**config.mk**
```make
export PLATFORM = sky130hd
export DESIGN_NAME = cv32e40p_if_id_voter_ft
export DESIGN_NICKNAME = d
export VERILOG_FILES = /design/src/rtl/cv32e40p_ft_pkg.sv /design/src/rtl/cv32e40p_majority_voter.sv /design/src/rtl/cv32e40p_if_id_voter_ft.sv
export SDC_FILE = /design/constraint.sdc
export NUM_CORES = 1
export LEC_CHECK = 0
export BUFFER_PORTS_ARGS = -buffer_cell sky130_fd_sc_hd__buf_2
export CORE_MARGIN = 3
export CORE_UTILIZATION = 50
export DETAILED_ROUTE_END_ITERATION = 7
export PLACE_DENSITY = 0.85
export SYNTH_ARGS = -nofsm -noshare
export SYNTH_HDL_FRONTEND = slang
export SYNTH_SLANG_ARGS = --single-unit
```
**constraint.sdc**
```tcl
create_clock -name clk -period 3.8 [get_ports clk]
set_input_delay 0.76 -clock clk [delete_from_list [all_inputs] [get_ports clk]]
set_output_delay 0.76 -clock clk [all_outputs]
set_load 0.02 [all_outputs]
```
**src/rtl/cv32e40p_ft_pkg.sv**
```systemverilog
// ----------------------------------------------------------------------------
// cv32e40p_ft_pkg
// Shared types for the fault-tolerant (triplicated) pipeline stages.
//   voter_state_e   : voter operating mode (TMR, DMR, terminal FAIL)
//   if_id_bundle_t  : one lane of the IF/ID pipeline register
//   IF_ID_BUNDLE_W  : width of if_id_bundle_t in bits
// ----------------------------------------------------------------------------
package cv32e40p_ft_pkg;

    // valid(1) + rdata(32) + compressed(1) + illegal(1) + pc(32) + fetch_failed(1)
    localparam int IF_ID_BUNDLE_W = 68;

    typedef enum logic [1:0] {
        VOTE_TMR  = 2'd0,
        VOTE_DMR  = 2'd1,
        VOTE_FAIL = 2'd2
    } voter_state_e;

    typedef struct packed {
        logic        valid;
        logic [31:0] rdata;
        logic        compressed;
        logic        illegal;
        logic [31:0] pc;
        logic        fetch_failed;
    } if_id_bundle_t;

endpackage

```
**src/rtl/cv32e40p_majority_voter.sv**
```systemverilog
// ----------------------------------------------------------------------------
// cv32e40p_majority_voter
// Bitwise 2-of-3 majority of three equal-width words, plus a per-lane flag
// telling whether that lane disagrees with the voted word. Purely
// combinational.
//   in_i       [2:0][WIDTH-1:0]  the three lane words
//   maj_o      [WIDTH-1:0]       bitwise majority
//   mismatch_o [2:0]             lane i differs from maj_o
// ----------------------------------------------------------------------------
module cv32e40p_majority_voter #(
    parameter int WIDTH = 1
) (
    input  logic [2:0][WIDTH-1:0] in_i,
    output logic [WIDTH-1:0]      maj_o,
    output logic [2:0]            mismatch_o
);

    assign maj_o = (in_i[0] & in_i[1]) | (in_i[0] & in_i[2]) | (in_i[1] & in_i[2]);

    assign mismatch_o[0] = (in_i[0] != maj_o);
    assign mismatch_o[1] = (in_i[1] != maj_o);
    assign mismatch_o[2] = (in_i[2] != maj_o);

endmodule

```
**src/rtl/cv32e40p_if_id_voter_ft.sv**
```systemverilog
// ----------------------------------------------------------------------------
// cv32e40p_if_id_voter_ft
// Votes the three IF/ID pipeline register lanes into one bundle for the
// decoder. Counts single-lane disagreements per lane, drops to DMR once a
// lane reaches THRESHOLD, raises a refetch request on uncorrectable TMR
// faults and goes permanently fatal on a DMR mismatch.
//   clk, rst_n              : clock, async active-low reset
//   *_id_i / pc_id_i [2:0]  : per-lane IF/ID bundle fields
//   refetch_ack_i           : controller has redirected the fetch
//   clear_counters_i        : synchronous clear of the error counters
//   instr_* / pc_o / ...    : voted bundle (combinational)
//   lane_err_o              : lanes disagreeing this cycle (combinational)
//   err_cnt_o               : per-lane saturating error counters
//   lane_disabled_o         : one-hot excluded lane, 0 in TMR
//   refetch_req_o, fatal_o  : refetch request / sticky fatal flag
// ----------------------------------------------------------------------------
module cv32e40p_if_id_voter_ft
    import cv32e40p_ft_pkg::*;
#(
    parameter int CNT_W     = 4,
    parameter int THRESHOLD = 8
) (
    input  logic                  clk,
    input  logic                  rst_n,
    input  logic [2:0]            instr_valid_id_i,
    input  logic [2:0][31:0]      instr_rdata_id_i,
    input  logic [2:0]            is_compressed_id_i,
    input  logic [2:0]            illegal_c_insn_id_i,
    input  logic [2:0][31:0]      pc_id_i,
    input  logic [2:0]            is_fetch_failed_i,
    input  logic                  refetch_ack_i,
    input  logic                  clear_counters_i,
    output logic                  instr_valid_o,
    output logic [31:0]           instr_rdata_o,
    output logic                  is_compressed_o,
    output logic                  illegal_c_insn_o,
    output logic [31:0]           pc_o,
    output logic                  is_fetch_failed_o,
    output logic [2:0]            lane_err_o,
    output logic [2:0][CNT_W-1:0] err_cnt_o,
    output logic [2:0]            lane_disabled_o,
    output logic                  refetch_req_o,
    output logic                  fatal_o
);

    // A threshold the counter can never reach behaves like "never exclude".
    localparam bit              THR_EN  = (THRESHOLD > 0) && (THRESHOLD < (1 << CNT_W));
    localparam logic [CNT_W-1:0] THR_VAL = CNT_W'(THRESHOLD);

    voter_state_e                state_q, state_d;
    logic [2:0][CNT_W-1:0]       cnt_q, cnt_d;
    logic [2:0]                  dis_q, dis_d;
    logic                        req_q, req_d;
    logic                        fatal_q, fatal_d;

    if_id_bundle_t [2:0]              lane_b;
    logic [2:0][IF_ID_BUNDLE_W-1:0]   lane_bus;
    logic [IF_ID_BUNDLE_W-1:0]        maj_bits;
    logic [2:0]                       tmr_mm;
    logic [1:0]                       err_sum;
    logic [1:0]                       lo_idx, hi_idx;
    logic                             dmr_mm;
    if_id_bundle_t                    out_b;

    always_comb begin
        for (int i = 0; i < 3; i++) begin
            lane_b[i].valid        = instr_valid_id_i[i];
            lane_b[i].rdata        = instr_rdata_id_i[i];
            lane_b[i].compressed   = is_compressed_id_i[i];
            lane_b[i].illegal      = illegal_c_insn_id_i[i];
            lane_b[i].pc           = pc_id_i[i];
            lane_b[i].fetch_failed = is_fetch_failed_i[i];
            lane_bus[i]            = lane_b[i];
        end
    end

    cv32e40p_majority_voter #(.WIDTH(IF_ID_BUNDLE_W)) u_voter (
        .in_i       (lane_bus),
        .maj_o      (maj_bits),
        .mismatch_o (tmr_mm)
    );

    assign err_sum = {1'b0, tmr_mm[0]} + {1'b0, tmr_mm[1]} + {1'b0, tmr_mm[2]};

    // The two surviving lanes once one is excluded; lo_idx drives the output.
    always_comb begin
        lo_idx = 2'd0;
        hi_idx = 2'd2;
        case (dis_q)
            3'b001:  begin lo_idx = 2'd1; hi_idx = 2'd2; end
            3'b100:  begin lo_idx = 2'd0; hi_idx = 2'd1; end
            default: begin lo_idx = 2'd0; hi_idx = 2'd2; end
        endcase
    end

    assign dmr_mm = (lane_bus[lo_idx] != lane_bus[hi_idx]);
    assign out_b  = (state_q == VOTE_TMR) ? if_id_bundle_t'(maj_bits) : lane_b[lo_idx];

    always_comb begin
        lane_err_o = '0;
        if (state_q == VOTE_TMR) begin
            lane_err_o = tmr_mm;
        end else if (dmr_mm) begin
            lane_err_o[lo_idx] = 1'b1;
            lane_err_o[hi_idx] = 1'b1;
        end
    end

    always_comb begin
        logic [CNT_W-1:0] cnt_inc;
        state_d = state_q;
        cnt_d   = cnt_q;
        dis_d   = dis_q;
        req_d   = req_q;
        fatal_d = fatal_q;
        cnt_inc = '0;

        unique case (state_q)
            VOTE_TMR: begin
                if (err_sum == 2'd1) begin
                    for (int i = 0; i < 3; i++) begin
                        // A saturated counter is no longer incremented, so it
                        // cannot trigger a degrade on its own.
                        if (tmr_mm[i] && (cnt_q[i] != '1) && !clear_counters_i) begin
                            cnt_inc  = cnt_q[i] + 1'b1;
                            cnt_d[i] = cnt_inc;
                            if (THR_EN && (cnt_inc == THR_VAL)) begin
                                state_d = VOTE_DMR;
                                dis_d   = tmr_mm;
                            end
                        end
                    end
                end
            end
            VOTE_DMR: begin
                if (dmr_mm) begin
                    state_d = VOTE_FAIL;
                    fatal_d = 1'b1;
                end
            end
            VOTE_FAIL: fatal_d = 1'b1;
            default:   state_d = VOTE_TMR;
        endcase

        if (clear_counters_i) cnt_d = '0;

        // Events arriving while a request is pending are absorbed.
        if (req_q)                                         req_d = ~refetch_ack_i;
        else if ((state_q == VOTE_TMR) && (err_sum >= 2'd2)) req_d = 1'b1;
    end

    always_ff @(posedge clk or negedge rst_n) begin
        if (!rst_n) begin
            state_q <= VOTE_TMR;
            cnt_q   <= '0;
            dis_q   <= '0;
            req_q   <= 1'b0;
            fatal_q <= 1'b0;
        end else begin
            state_q <= state_d;
            cnt_q   <= cnt_d;
            dis_q   <= dis_d;
            req_q   <= req_d;
            fatal_q <= fatal_d;
        end
    end

    assign instr_valid_o     = out_b.valid & ~req_q & (state_q != VOTE_FAIL);
    assign instr_rdata_o     = out_b.rdata;
    assign is_compressed_o   = out_b.compressed;
    assign illegal_c_insn_o  = out_b.illegal;
    assign pc_o              = out_b.pc;
    assign is_fetch_failed_o = out_b.fetch_failed;
    assign err_cnt_o         = cnt_q;
    assign lane_disabled_o   = dis_q;
    assign refetch_req_o     = req_q;
    assign fatal_o           = fatal_q;

endmodule

```
==> results.cfg, run 1 <==
[synthesis]
ys_types = 84
avgSynthCellArea_um2 = 6.600
seq_area_frac_synth_pct = 4.340
syn-cell-area_um2 = 10960
synth_cells = 1660
yosysWarningCount = 0
ys_seq_elements = 19
async_flop_share_pct = 100.0
synth-edff-count = 0
synth_nets = 1875
ys.flop_type = dfrtp_1

[floorplan]
start_util_pct = 51.47
rows = 53
die_x_um = 154.0
chipHeight_um = 154.0
pin_count = 296

[placed_design]
portBuffers = 295
place_area_um2 = 15510
dp_hpwl_um = 47490
routabilityCongestion = 1.242

[clock_network]
holdBufCountCts = 0
cts-root-buf = clkbuf_16
cts_buffers = 3
cts.sinks = 19
htreeDepth = 1
clockBufferDepth = 2

[run_status]
haltStage = global routing (5_1_grt)
status = stopped before the end
firstError = [ERROR GRT-0232] Routing congestion too high. Check the congestion heatmap in the GUI.

[global_route]
grt_use_total_pct = 75.48
gr-total-overflow = 118
grt_max_degree = 58
timing repair:
item / 4_1_cts
resized for setup: 137
pin swaps: 36
endpoints found under the setup margin: 21
setup buffers: 28
synth_stat cells, types with 62 or more instances:
cell,n,share of area (%)
buf_2,62,2.8
a211oi_1,109,7.5
inv_1,66,2.3
o22ai_1,67,3.8
clkbuf_1,139,4.8
nor2_1,87,3.0
nor3b_1,83,5.7
nand2_1,76,2.6
nor3_1,89,4.1
o21ai_0,62,2.8
nand2b_1,74,4.2
a21oi_1,92,4.2
metrics by stage:
step / worst slack, ps / utilization (%) / instances / TNS [ps]
after CTS: -174.1 / 77.35 / 2510 / -600.2
after detailed placement: -659.5 / 72.87 / 2480 / -9709
after global placement: -566.6 / 72.87 / 2480 / -7454
after floorplan: -113.5 / - / 1660 / -288.1
metal layers:
metal  global-route usage [%]  overflow
met4                    72.79        63
met1                    74.57         1
met5                    44.10         0
met3                    68.00         1
met2                    86.61        53
logic make-up after synthesis:
family,count (synthesis),share of synthesized area (%)
compound gates,526,34.27
xor+xnor,69,5.585
fa+ha+maj,7,0.8680
buf+inv,297,11.92
flops,19,4.340
mux,46,4.294
simple gates,696,38.72
==> run 2, diff against run 1 <==
Settings changed: CORE_UTILIZATION 50 to 35, PLACE_DENSITY 0.85 to default, PLACE_DENSITY_LB_ADDON from default to 0.15.
==> results.cfg, run 2 <==
[synthesis]
synth_top_area_share_pct = 7.469
synth-edff-count = 0
ys_types = 84
synth.area.top_cells = a211oi_1 (7.5%), nor3b_1 (5.7%), clkbuf_1 (4.8%), and3b_1 (4.4%), xor2_1 (4.4%)
yosysWarningCount = 0
ys_seq_elements = 19
synth_nets = 1875
ys_top_cells_by_count = clkbuf_1 (139), a211oi_1 (109), a21oi_1 (92), nor3_1 (89), nor2_1 (87)
avgSynthCellArea_um2 = 6.600
yosys.area.top_type = a211oi_1
ys.flop_type = dfrtp_1
async_flop_share_pct = 100.0
synth_cells = 1660
yosysMostFrequentCell = clkbuf_1
syn-cell-area_um2 = 10960
seq_area_frac_synth_pct = 4.340

[timing]
fin_skew_ps = 6.001
fin_ws_ps = -347.3
setup-tns-final_ps = -1625
hold_violations = 0
grt_setup_unrepaired = yes
setup_viol = 10
max_freq_ghz = 0.2411
worstMarginPinSlew_ps = 811.8
finalCritPeriodShare_pct = 109.1
slew_headroom_pct = 45.77
drv_slew = 0
fin_hold_ws_ps = 443.0
period_needed_ps = 4147

[critical_path]
cp.required_ps = 3040
critical_path_class = reg -> out
worst_setup_path_end_kind = primary output
cp-start-kind = register
cp_max_fo = 5
critPathArrivalTime_ps = 3390

[routing]
routed_wl_um = 61830
vias = 16314
drt_iter0_drc = 1511
drc = 0
first_pass_iters = 5
wire_per_inst_um = 22.68
ant_nets = 0
avgViaCountPerCell = 5.985

[cells_and_area]
n_fill_cell = 2985
area_growth_pct = 60.53
drive_gt1_share_pct = 44.72
final_cell_mix = buf_4 (559), buf_2 (281), a211oi_1 (108), a21oi_1 (91), nor3_1 (87)
finish.net_count = 2544
final_common_cell = buf_4
largest_reg_flops = 12

[floorplan]
core_um2 = 30750
die_x_um = 182.9
pin_count = 296
start_util_pct = 35.63
rows = 64
fp.dieArea_um2 = 33460
chipHeight_um = 182.9

[clock_network]
cts_buffers = 3
cts.sinks = 19
htreeDepth = 1
cts_tree = built
holdBufCountCts = 0
clock_latency_ps = 250
cts-root-buf = clkbuf_16
clkSlewWorstSetupHoldPaths_ps = 60
clockBufferDepth = 2

[global_route]
grt_pass1_wl_um = 90330
antenna_found_initial = 4
grt_max_degree = 34
grt_use_total_pct = 34.51
grt_pass1_vias = 14978
gr-total-overflow = 0

[job]
drv_cap = 0

[power_and_ir_drop]
vdd.ir_drop.worst_uv = 149.6
total_power_w = 0.002120
p_per_area_nw_per_um2 = 120.5
p_leak_nw = 8.025

[placed_design]
routabilityCongestion = 1.023
portBuffers = 295
dp_hpwl_um = 51030

[run_status]
violations = negative setup slack
status = finished, violations left

[min_path]
holdCritPathClass = in -> async
==> run 2: timing repair <==
item                                    in CTS  in global routing
setup buffers                               27                 16
pin swaps                                   31                 33
endpoints found under the setup margin      20                 20
resized for setup                          111                 70
cloned                                       1                  1
==> run 2: per-stage QoR <==
stage                     cells  area (um2)  setup WS (ps)  utilization [%]
after floorplan            1660       11010         -113.5                -
after global placement     2679       16300         -808.5            53.02
after detailed placement   2679       16300         -746.1            53.02
after CTS                  2707       17130         -251.0            55.70
after global routing       2726       17590         -391.6            57.19
final                      2726       17590         -347.3            57.19
==> run 2: routing by layer <==
layer | up-vias | global-route usage, % | share of wire (%) | wire, um
met1 | 7786 | 47.55 | 43 | 26500
met3 | 131 | 3.392 | 7.9 | 4876
met2 | 765 | 56.83 | 45 | 27930
li1 | 7628 | - | - | -
met5 | - | 0 | 0.039 | 24
met4 | 4 | 11.09 | 4.0 | 2500
==> run 2: final cells by class <==
cell class | count | area, um2 | area share, %
Antenna cell | 2 | 5.005 | 0.02846
Clock buffer | 3 | 75.07 | 0.4269
Clock inverter | 1 | 5.005 | 0.02846
Inverter | 67 | 251.5 | 1.430
Multi-Input combinational cell | 1344 | 9857 | 56.05
Sequential cell | 19 | 478.0 | 2.718
Tap cell | 396 | 495.5 | 2.817
Timing Repair Buffer | 894 | 6420 | 36.50
==> run 2: path summary, 6_finish.rpt <==
path / startpoint / end / slack, ps / depth (start not counted)
worst max-delay path: lane_disabled_o[0] / lane_err_o[1] / -350 / 16
worst min-delay path: rst_n / err_cnt_o[11] / 440 / 1
worst max register to register: lane_disabled_o[0] / state_q[1] / 350 / 18
worst min register to register: fatal_o / fatal_o / 490 / 1
max in group asynchronous: rst_n / lane_disabled_o[2] / 3020 / 1
min in group clk: fatal_o / fatal_o / 490 / 1
==> run 2: cell families after synthesis <==
group	count (synthesis)	share of synthesized area (%)
muxes	46	4.294
buffers and inverters	297	11.92
DFF	19	4.340
and+or+nand+nor	696	38.72
AOI/OAI and AO/OA	526	34.27
xor gates and xnor gates	69	5.585
adders and majority gates	7	0.8680
==> run 2: worst max-delay path, cell delays in order (launching register included) <==
cell and delay, ps:
dfrtp_1 420, buf_6 150, nand2b_4 170, buf_12 140, buf_8 120, buf_4 130, o22a_1 180, o32ai_2 210
o22ai_1 140, nor4_2 310, buf_4 180, nand4_1 170, buf_4 210, nor3_4 210, buf_6 140, o41ai_4 60
buf_4 180
==> run 2: where the power goes <==
part	internal [W]	switching (W)	leakage, nW
Clock	0.000141	0.0000777	0.0409
Combinational	0.000793	0.000905	7.73
Sequential	0.000202	0	0.252
Note: power is estimated with default switching activity, not from simulation.
